$ cat config.mk
export PLATFORM = sky130hd
export DESIGN_NAME = shadow_chain_flat
export DESIGN_NICKNAME = d
export VERILOG_FILES = /design/src/rtl/shadow_chain_if.sv /design/src/rtl/shadow_chain.sv /design/src/flat_wrapper.sv
export SDC_FILE = /design/constraint.sdc
export NUM_CORES = 1
export LEC_CHECK = 0
export ABC_AREA = 1
export CAP_MARGIN = 20
export CORE_ASPECT_RATIO = 1.25
export CORE_MARGIN = 3
export CORE_UTILIZATION = 35
export DETAILED_ROUTE_END_ITERATION = 6
export GPL_TIMING_DRIVEN = 0
export SLEW_MARGIN = 20
export SYNTH_ARGS = -nofsm -noshare
export SYNTH_HDL_FRONTEND = slang
export SYNTH_SLANG_ARGS = --single-unit
$ cat constraint.sdc
create_clock -name clk -period 2.2 [get_ports clk]
set_input_delay 0.44 -clock clk [delete_from_list [all_inputs] [get_ports clk]]
set_output_delay 0.44 -clock clk [all_outputs]
set_load 0.01 [all_outputs]
$ cat src/rtl/shadow_chain_if.sv
// Bus bundle for one ShadowCapture chain endpoint.
// master: chain controller / observed block side. slave: the shadow_chain endpoint.
interface shadow_chain_if #(
   parameter int WIDTH = 32
) ();
   logic             capture;
   logic [WIDTH-1:0] din;
   logic             en;
   logic             rearm;
   logic             ready;
   logic             done;
   logic             sout;
   logic             overrun;

   modport master (
      output capture, din, en, rearm,
      input  ready, done, sout, overrun
   );

   modport slave (
      input  capture, din, en, rearm,
      output ready, done, sout, overrun
   );
endinterface

$ cat src/rtl/shadow_chain.sv
// ShadowCapture chain endpoint: snapshots din into a shadow register on capture,
// then shifts it out LSB-first on sout, one bit per granted en cycle.
// Optional macro SHADOW_CHAIN_PARITY_EN appends an even-parity bit after the data.
module shadow_chain #(
   parameter int WIDTH     = 32,
   parameter int CNT_WIDTH = 6
) (
   input logic           clk,
   input logic           rst,
   shadow_chain_if.slave bus
);

`ifdef SHADOW_CHAIN_PARITY_EN
   localparam int L = WIDTH + 1;
`else
   localparam int L = WIDTH;
`endif

   typedef enum logic [1:0] {S_IDLE, S_READY, S_SHIFT, S_DONE} state_t;

   state_t               state_q, state_d;
   logic [L-1:0]         shreg_q, shreg_d;
   logic [CNT_WIDTH-1:0] cnt_q, cnt_d;
   logic                 overrun_q, overrun_d;
   logic                 ready_q, ready_d;
   logic                 done_q, done_d;
   logic                 sout_q, sout_d;
   logic [L-1:0]         load_val;

`ifdef SHADOW_CHAIN_PARITY_EN
   assign load_val = {^bus.din, bus.din};
`else
   assign load_val = bus.din;
`endif

   // Next-state decode; outputs are decoded from the next state so they leave a flop.
   always_comb begin
      state_d   = state_q;
      shreg_d   = shreg_q;
      cnt_d     = cnt_q;
      overrun_d = overrun_q;
      unique case (state_q)
         S_IDLE: begin
            // rearm here is a no-op, so a same-cycle capture is still taken
            if (bus.capture) begin
               shreg_d = load_val;
               cnt_d   = '0;
               state_d = S_READY;
            end
         end
         S_READY, S_SHIFT: begin
            if (bus.rearm) begin
               // rearm wins; a simultaneous capture is dropped without flagging
               state_d   = S_IDLE;
               overrun_d = 1'b0;
            end else begin
               if (bus.capture) overrun_d = 1'b1;
               if (bus.en) begin
                  shreg_d = shreg_q >> 1;
                  cnt_d   = cnt_q + CNT_WIDTH'(1);
                  state_d = (cnt_q == CNT_WIDTH'(L - 1)) ? S_DONE : S_SHIFT;
               end
            end
         end
         S_DONE: begin
            if (bus.rearm) begin
               overrun_d = 1'b0;
               if (bus.capture) begin
                  shreg_d = load_val;
                  cnt_d   = '0;
                  state_d = S_READY;
               end else begin
                  state_d = S_IDLE;
               end
            end else if (bus.capture) begin
               overrun_d = 1'b1;
            end
         end
         default: state_d = S_IDLE;
      endcase
      ready_d = (state_d == S_READY) || (state_d == S_SHIFT);
      done_d  = (state_d == S_DONE);
      sout_d  = ready_d & shreg_d[0];
   end

   // State, shadow data, counter and registered outputs.
   always_ff @(posedge clk or posedge rst) begin
      if (rst) begin
         state_q   <= S_IDLE;
         shreg_q   <= '0;
         cnt_q     <= '0;
         overrun_q <= 1'b0;
         ready_q   <= 1'b0;
         done_q    <= 1'b0;
         sout_q    <= 1'b0;
      end else begin
         state_q   <= state_d;
         shreg_q   <= shreg_d;
         cnt_q     <= cnt_d;
         overrun_q <= overrun_d;
         ready_q   <= ready_d;
         done_q    <= done_d;
         sout_q    <= sout_d;
      end
   end

   assign bus.ready   = ready_q;
   assign bus.done    = done_q;
   assign bus.sout    = sout_q;
   assign bus.overrun = overrun_q;

endmodule

$ cat src/flat_wrapper.sv
// flat-port wrapper written by rule: the top's interface ports become plain ports
module shadow_chain_flat 
#(
   parameter int WIDTH     = 32,
   parameter int CNT_WIDTH = 6
)
  (clk, rst, bus_capture, bus_din, bus_en, bus_rearm, bus_ready, bus_done, bus_sout, bus_overrun);
  shadow_chain_if #(.WIDTH(WIDTH)) bus_i ();
  input logic clk;
  input logic rst;
  input wire logic [$bits(bus_i.capture)-1:0] bus_capture;
  input wire logic [$bits(bus_i.din)-1:0] bus_din;
  input wire logic [$bits(bus_i.en)-1:0] bus_en;
  input wire logic [$bits(bus_i.rearm)-1:0] bus_rearm;
  output wire logic [$bits(bus_i.ready)-1:0] bus_ready;
  output wire logic [$bits(bus_i.done)-1:0] bus_done;
  output wire logic [$bits(bus_i.sout)-1:0] bus_sout;
  output wire logic [$bits(bus_i.overrun)-1:0] bus_overrun;
  assign bus_i.capture = bus_capture;
  assign bus_i.din = bus_din;
  assign bus_i.en = bus_en;
  assign bus_i.rearm = bus_rearm;
  assign bus_ready = bus_i.ready;
  assign bus_done = bus_i.done;
  assign bus_sout = bus_i.sout;
  assign bus_overrun = bus_i.overrun;
  shadow_chain #(.WIDTH(WIDTH), .CNT_WIDTH(CNT_WIDTH)) u_core (.clk(clk), .rst(rst), .bus(bus_i));
endmodule
==> summary.md, run 1 <==
| Metric | Value |
|---|---|
| Die H | 99.7 µm |
| Drt pass-1 iters | 4 |
| Unique masters post-synth | 23 |
| Nets | around 440 |
| Antenna violations before repair | 0 |
| Max clock buf depth | 2 |
| Critical-path maximum fanout | 10 |
| Die area | 0.00807 mm² |
| Total congestion overflow | 0 |
| CP Cell Sequence | inv_1 -> ha_1 -> buf_4 -> inv_2 -> nor2_1 -> o21ai_1 -> nor2_1 -> ha_1 -> inv_1 -> nor2_1 |
| Vias per cell | 4.85 |
| Psw | 1.54 mW |
| Sw Share | 41.9% |
| Starting Density | between 30% and 40% |
| Ant diodes | 0 |
| Mux contribution to synthesized area | 0% |
| Adder-cell share of the synthesized area | 2.04% |
| DP HPWL | 4.04 mm |
| # DRC | 0 |
| Slew @ Worst Pin | 0.488 ns |
| Site Rows | 33 |
| Fin util | a little under half |
| CP Class | register to register |
| Status | completed |
| Internal power | 2.13 mW |
| Non-Filler Instances | 480 |
| Most used DFF post-synth | dfrtp_1 |
| Syn Area/Cell | 7.08 µm² |
| Worst Hold Class | primary input to asynchronous set/reset pin |
| Crit-path max cell delay | 0.40 ns |
| Post-Synthesis Cells | 347 |
| Layout Area Growth over Synthesis | 25.2% |
| Final hold vios | 0 |
| Core Area | 0.00669 mm² |
| Synth Area in Compound Gates | 3.56% |
| CP startpoint kind | register |
| Root Buffer | clkbuf_8 |
| Io pins | 41 |
| Minimum clock period | 1.90 ns |
| Post-CTS Setup Inserts | 0 |
| Hold-fix buffers, CTS | 0 |
| Die Wd | 80.9 µm |
| CP max-delay cell | dfrtp_1 |
| FMAX | 525 MHz |
| Reg2reg path depth | 10 |
| Relative slew slack | 67.5% |
| Simple-gate portion of the synthesized area | 41.5% |
| Largest net degree at the start of global routing | 30 |
| Max cap viols | 0 |
| Cell mode on critical path | nor2_1 |
| Post-Place Cells | 474 |
| Clock Power Share | 16.0% |
| RSZ-0062 raised after global routing | false |
| Worst skew pair latency | 0.29 ns |
| Tcrit/Tclk final | 86.6% |
| Fin. max-slew vios | 0 |
| Share of post-route cells with drive strength above 1 | about a tenth |
| CTS clk-pin slew, worst paths | 0.08 ns |
| Initial drt markers | 100 |
| Commonest cells after routing, fill and taps aside | nand2_1 (149), nand3_1 (71), dfrtp_1 (44), clkdlybuf4s50_1 (39), inv_1 (13) |
| Final wirelength | 5.75 mm |
| Post-CTS sizing | 0 |
| Sequential cell area fraction in the yosys report | between 40% and 50% |
| H-tree depth | 2 |
| Share of power burned in registers | 37.8% |
| Number of synthesized register bits | 44 |
| Count of flip-flops with a built-in enable after synthesis | 0 |
| Largest family of logic cells by synthesized area | simple AND/OR/NAND/NOR gates |
| Setup violations, final | 0 |
| Vias in the first global route | 2095 |
| DR WL/cell | roughly 12 µm |
| Leakage | around 1.6 nW |
| Data required time of the worst path | 2.39 ns |
| # clock sinks | 44 |
| Syn. warnings | 0 |
| Most common cell after layout, fill and taps aside | nand2_1 |
| Max Clock Skew | 0.00852 ns |
| Detail Route Antenna Nets | 0 |
| RePlAce Congestion | 0.775 |
| Maximum VDD drop | 0.000545 V |
| Cts bufs inserted | 5 |
| CTS tree | built |
| Buffers on Ports | 39 |
| CP arrival | 2.10 ns |
| Vias | approximately 2300 |
| Combinational share of power | 46.2% |
| First-pass GRT wire length | ~9.5 mm |
| Critical Path Sink Type | register |
| Fraction of registers with async set/reset | 100% |
| GRT Overall Usage | around 15% |
| Syn nets | 388 |
| Synth Area in XOR/XNOR | 0% |
| Pwr Density | ~1200 mW/mm² |
| Synthesized area | 0.00246 mm² |
| Total power | 3.66 mW |
[metrics by stage]
stage	area [µm²]	worst slack [ns]	setup TNS, ns	hold slack, ns
final	3080	0.295	0	0.434
after global routing	3080	0.165	0	0.475
after CTS	3080	0.297	0	0.436
after detailed placement	2980	0.0338	0	0.494
after global placement	2960	-0.250	-10.91	0.489
after floorplan	2460	0.562	0	0.467
[registers in the layout (all words and copies together), names as in the netlist]
register	flops
u_core.bus.done	1
u_core.bus.overrun	1
u_core.bus.ready	1
u_core.bus.sout	1
u_core.cnt_q	6
u_core.shreg_q	32
u_core.state_q	2
[routing by layer]
layer	vias up	GRT usage, %	routed length (µm)
li1	1198	-	-
met1	1085	19.9	2670
met2	37	23.9	2760
met3	9	2.90	223
met4	0	5.85	93
met5	-	0	0
[cells in the mapped netlist (3+ instances only)]
cell,n,share of area [%]
nor2_1,11,1.7
nand3_1,71,14
buf_2,11,2.2
buf_4,6,1.8
ha_1,4,2.0
inv_1,14,2.1
inv_2,7,1.1
dfrtp_1,44,45
a21oi_1,4,0.81
nand4_1,3,0.76
nand2_2,3,0.76
nand2_1,149,23
o21ai_0,3,0.61
o21ai_1,6,1.2
[critical path: cells and delay by family, from the launching register on]
family	cells	cell delay, ns
DFF	1	0.40
buffers and inverters	4	0.38
AOI/OAI and AO/OA	1	0.09
and+or+nand+nor	3	0.41
adders and majority gates	2	0.55
[path summary, 6_finish.rpt]
path | startpoint | to | slack (ns)
worst min-delay path | rst | u_core.bus.sout$_DFF_PP0_ | 0.43
worst max register to register | u_core.state_q[0]$_DFF_PP0_ | u_core.bus.sout$_DFF_PP0_ | 0.30
max in group asynchronous | rst | u_core.shreg_q[25]$_DFFE_PP0P_ | 1.30
min in group clk | u_core.cnt_q[1]$_DFFE_PP0P_ | u_core.cnt_q[1]$_DFFE_PP0P_ | 0.51
worst min register to register | u_core.cnt_q[1]$_DFFE_PP0P_ | u_core.cnt_q[1]$_DFFE_PP0P_ | 0.51
worst max-delay path | u_core.state_q[0]$_DFF_PP0_ | u_core.bus.sout$_DFF_PP0_ | 0.30
[power groups by stage]
stage          clock network [mW]  registers [mW]  logic, mW
5_1_grt                     0.647            1.44       1.94
3_3_place_gp                    0            1.39       1.69
4_1_cts                     0.615            1.38       1.72
2_1_floorplan                   0            1.36       1.24
3_5_place_dp                    0            1.40       1.70
6_report                    0.587            1.38       1.69
[cells by family after synthesis]
family | Yosys count
DFF | 44
adders and majority gates | 4
and+or+nand+nor | 241
AOI/OAI and AO/OA | 15
buffers and inverters | 43
[area by class of cell]
class                   instances  area, µm²
well taps                      87        109
flip-flops and latches         44       1100
inverters                      23       86.3
repair buffers                 40        410
fillers                       722       3610
plain buffers                  20        111
multi-input cells             260       1160
clock inverters                 1       30.0
clock buffers                   5       68.8
(Power assumes the default switching activity.)
==> run 2: changes to the inputs <==
--- a/config.mk
+++ b/config.mk
@@ -7,7 +7,7 @@
 export LEC_CHECK = 0
 export ABC_AREA = 1
 export CAP_MARGIN = 20
-export CORE_ASPECT_RATIO = 1.25
+export CORE_ASPECT_RATIO = 2
 export CORE_MARGIN = 3
 export CORE_UTILIZATION = 35
 export DETAILED_ROUTE_END_ITERATION = 6
==> summary.md, run 2 (synthesis gave the netlist of run 1 again) <==
| Metric | Value |
|---|---|
| Status | completed |
| Detail Route Antenna Nets | 0 (unchanged) |
| Minimum clock period | 1.94 ns (+0.0382 ns) |
| Biggest regs | u_core.shreg_q x32, u_core.cnt_q x6, u_core.state_q x2 |
| Relative slew slack | 69.7% (+2.2 points) |
| Site Rows | 42 (+27%) |
| Data required time of the worst path | 2.38 ns (about the same) |
| Most common cell after layout, fill and taps aside | nand2_1 |
| CP startpoint kind | register |
| Cts bufs inserted | 5 (unchanged) |
| Nets | 435 (unchanged) |
| Final hold vios | 0 (unchanged) |
| Layout Area Growth over Synthesis | 28.6% |
| CTS tree | built |
| Hold-fix buffers, CTS | 0 (unchanged) |
| Smallest setup slack after layout | 0.257 ns (-0.0382 ns) |
| Commonest cells after routing, fill and taps aside | nand2_1 (149), nand3_1 (71), dfrtp_1 (44), clkdlybuf4s50_1 (39), inv_1 (13) |
| Drt pass-1 iters | 4 (unchanged) |
| Hold_ws | 0.458 ns (+0.0235 ns) |
| Vias | 2341 (+0.52%) |
| Crit path max-delay family | adder cells |
| Die H | 125 µm (+25%) |
| Max cap viols | 0 (unchanged) |
| Cell mode on critical path | nor2_1 |
| CP max-delay cell | dfrtp_1 |
| Starting Density | 36.5% (-0.21 points) |
| DR WL/cell | 12.5 µm (+4.4%) |
| DP HPWL | 4.55 mm (+13%) |
| Tcrit/Tclk final | 88.3% (+1.7 points) |
| Critical Path Sink Type | register |
| Root Buffer | clkbuf_16 |
| Die Wd | 65.3 µm (-19%) |
| Share of post-route cells with drive strength above 1 | 10.1% (+0.46 points) |
| Total power | 4.00 mW (+9.2%) |
| Fin. max-slew vios | 0 (unchanged) |
| Largest net degree at the start of global routing | 29 (-3.3%) |
| Setup violations, final | 0 (unchanged) |
| Clock Power Share | 22.6% (+6.6 points) |
| Ant diodes | 0 (unchanged) |
| CP arrival | 2.12 ns (+0.02 ns) |
| # DRC | 0 (unchanged) |
| Maximum VDD drop | 0.000517 V (-5.3%) |
| Total congestion overflow | 0 (unchanged) |
| H-tree depth | 2 (unchanged) |
| Critical-path maximum fanout | 10 (unchanged) |
| Most flops, register | u_core.shreg_q |
| GRT Overall Usage | 16.8% (+1.8 points) |
| Slew @ Worst Pin | 0.455 ns (-0.0326 ns) |
| CP Class | register to register |
| First-pass GRT wire length | 10.8 mm (+14%) |
| Leakage | 1.66 nW (+2.5%) |
| Sw Share | 39.9% (-2.0 points) |
| Buffers on Ports | 39 (unchanged) |
| Worst skew pair latency | 0.29 ns (about the same) |
| CP Cell Sequence | inv_1 -> ha_1 -> buf_4 -> inv_2 -> nor2_1 -> o21ai_1 -> nor2_1 -> ha_1 -> inv_1 -> nor2_1 |
| Worst Hold Class | primary input to asynchronous set/reset pin |
| Buf+Inv Stages, Crit Path | 4 (unchanged) |
| Core Area | 0.00673 mm² (+0.56%) |
| Vias in the first global route | 2388 (+14%) |
| RePlAce Congestion | 0.825 (+6.5%) |
| Largest register FFs | 32 (unchanged) |
| Die area | 0.00812 mm² (+0.68%) |
| FMAX | 515 MHz (-2.0%) |
| Pre-CTS setup slack | 0.0287 ns (-0.00507 ns) |
| Internal power | 2.40 mW (+13%) |
| Crit-path max cell delay | 0.38 ns (-0.02 ns) |
| Combinational share of power | 42.6% (-3.6 points) |
| Final wirelength | 6.04 mm (+5.0%) |
| Antenna violations before repair | 0 (unchanged) |
| CTS clk-pin slew, worst paths | 0.06 ns (-0.02 ns) |
| Io pins | 41 (unchanged) |
| Post-CTS sizing | 0 (unchanged) |
| Post-CTS Setup Inserts | 0 (unchanged) |
| # clock sinks | 44 (unchanged) |
| Max Clock Skew | 0.00211 ns (-0.00641 ns) |
| RSZ-0062 raised after global routing | false |
| Vias per cell | 4.85 (-0.11%) |
| Share of power burned in registers | 34.8% (-3.0 points) |
| Max clock buf depth | 2 (unchanged) |
| Pwr Density | 1270 mW/mm² (+6.2%) |
| Psw | 1.60 mW (+4.0%) |
| Initial drt markers | 180 (+80%) |
[run 2: area by class of cell]
class / count / area [µm²]
timing repair buffer: 40 / 410
clock buffer: 7 / 153
inverter: 23 / 86.3
sequential: 44 / 1100
fill: 729 / 3570
buffer: 20 / 111
multi-input combinational: 260 / 1160
clock inverter: 1 / 30.0
tap: 88 / 110
[run 2: per-layer routing]
layer | part of all wire [%] | global-route usage, % | vias to the layer above
li1 | - | - | 1198
met4 | 2.7 | 8.56 | 0
met3 | 3.2 | 2.98 | 13
met2 | 54 | 29.6 | 46
met1 | 40 | 18.6 | 1084
met5 | 0 | 0 | -
[run 2: through the flow]
stage | area, µm² | util [%] | setup TNS (ns) | cells
global placement | 2960 | 44.0 | -11.34 | 474
global route | 3160 | 47.0 | 0 | 483
detailed placement | 2980 | 44.3 | 0 | 475
finish | 3160 | 47.0 | 0 | 483
floorplan | 2460 | - | 0 | 347
CTS | 3160 | 47.0 | 0 | 483
[run 2: path summary, 6_finish.rpt]
kind	start	end	slack [ns]	cells past startpoint
worst max-delay path	u_core.state_q[0]$_DFF_PP0_	u_core.bus.sout$_DFF_PP0_	0.26	10
worst min-delay path	rst	u_core.bus.sout$_DFF_PP0_	0.46	2
worst max register to register	u_core.state_q[0]$_DFF_PP0_	u_core.bus.sout$_DFF_PP0_	0.26	10
worst min register to register	u_core.cnt_q[1]$_DFFE_PP0P_	u_core.cnt_q[1]$_DFFE_PP0P_	0.50	2
max in group asynchronous	rst	u_core.shreg_q[29]$_DFFE_PP0P_	1.26	3
min in group clk	u_core.cnt_q[1]$_DFFE_PP0P_	u_core.cnt_q[1]$_DFFE_PP0P_	0.50	2
[run 2: power by group through the flow]
stage | Clock (mW) | Sequential [mW] | Combinational, mW
after detailed placement | 0 | 1.40 | 1.72
after global routing | 0.957 | 1.45 | 1.97
after CTS | 0.921 | 1.39 | 1.73
final | 0.904 | 1.39 | 1.70
after global placement | 0 | 1.39 | 1.70
after floorplan | 0 | 1.36 | 1.24
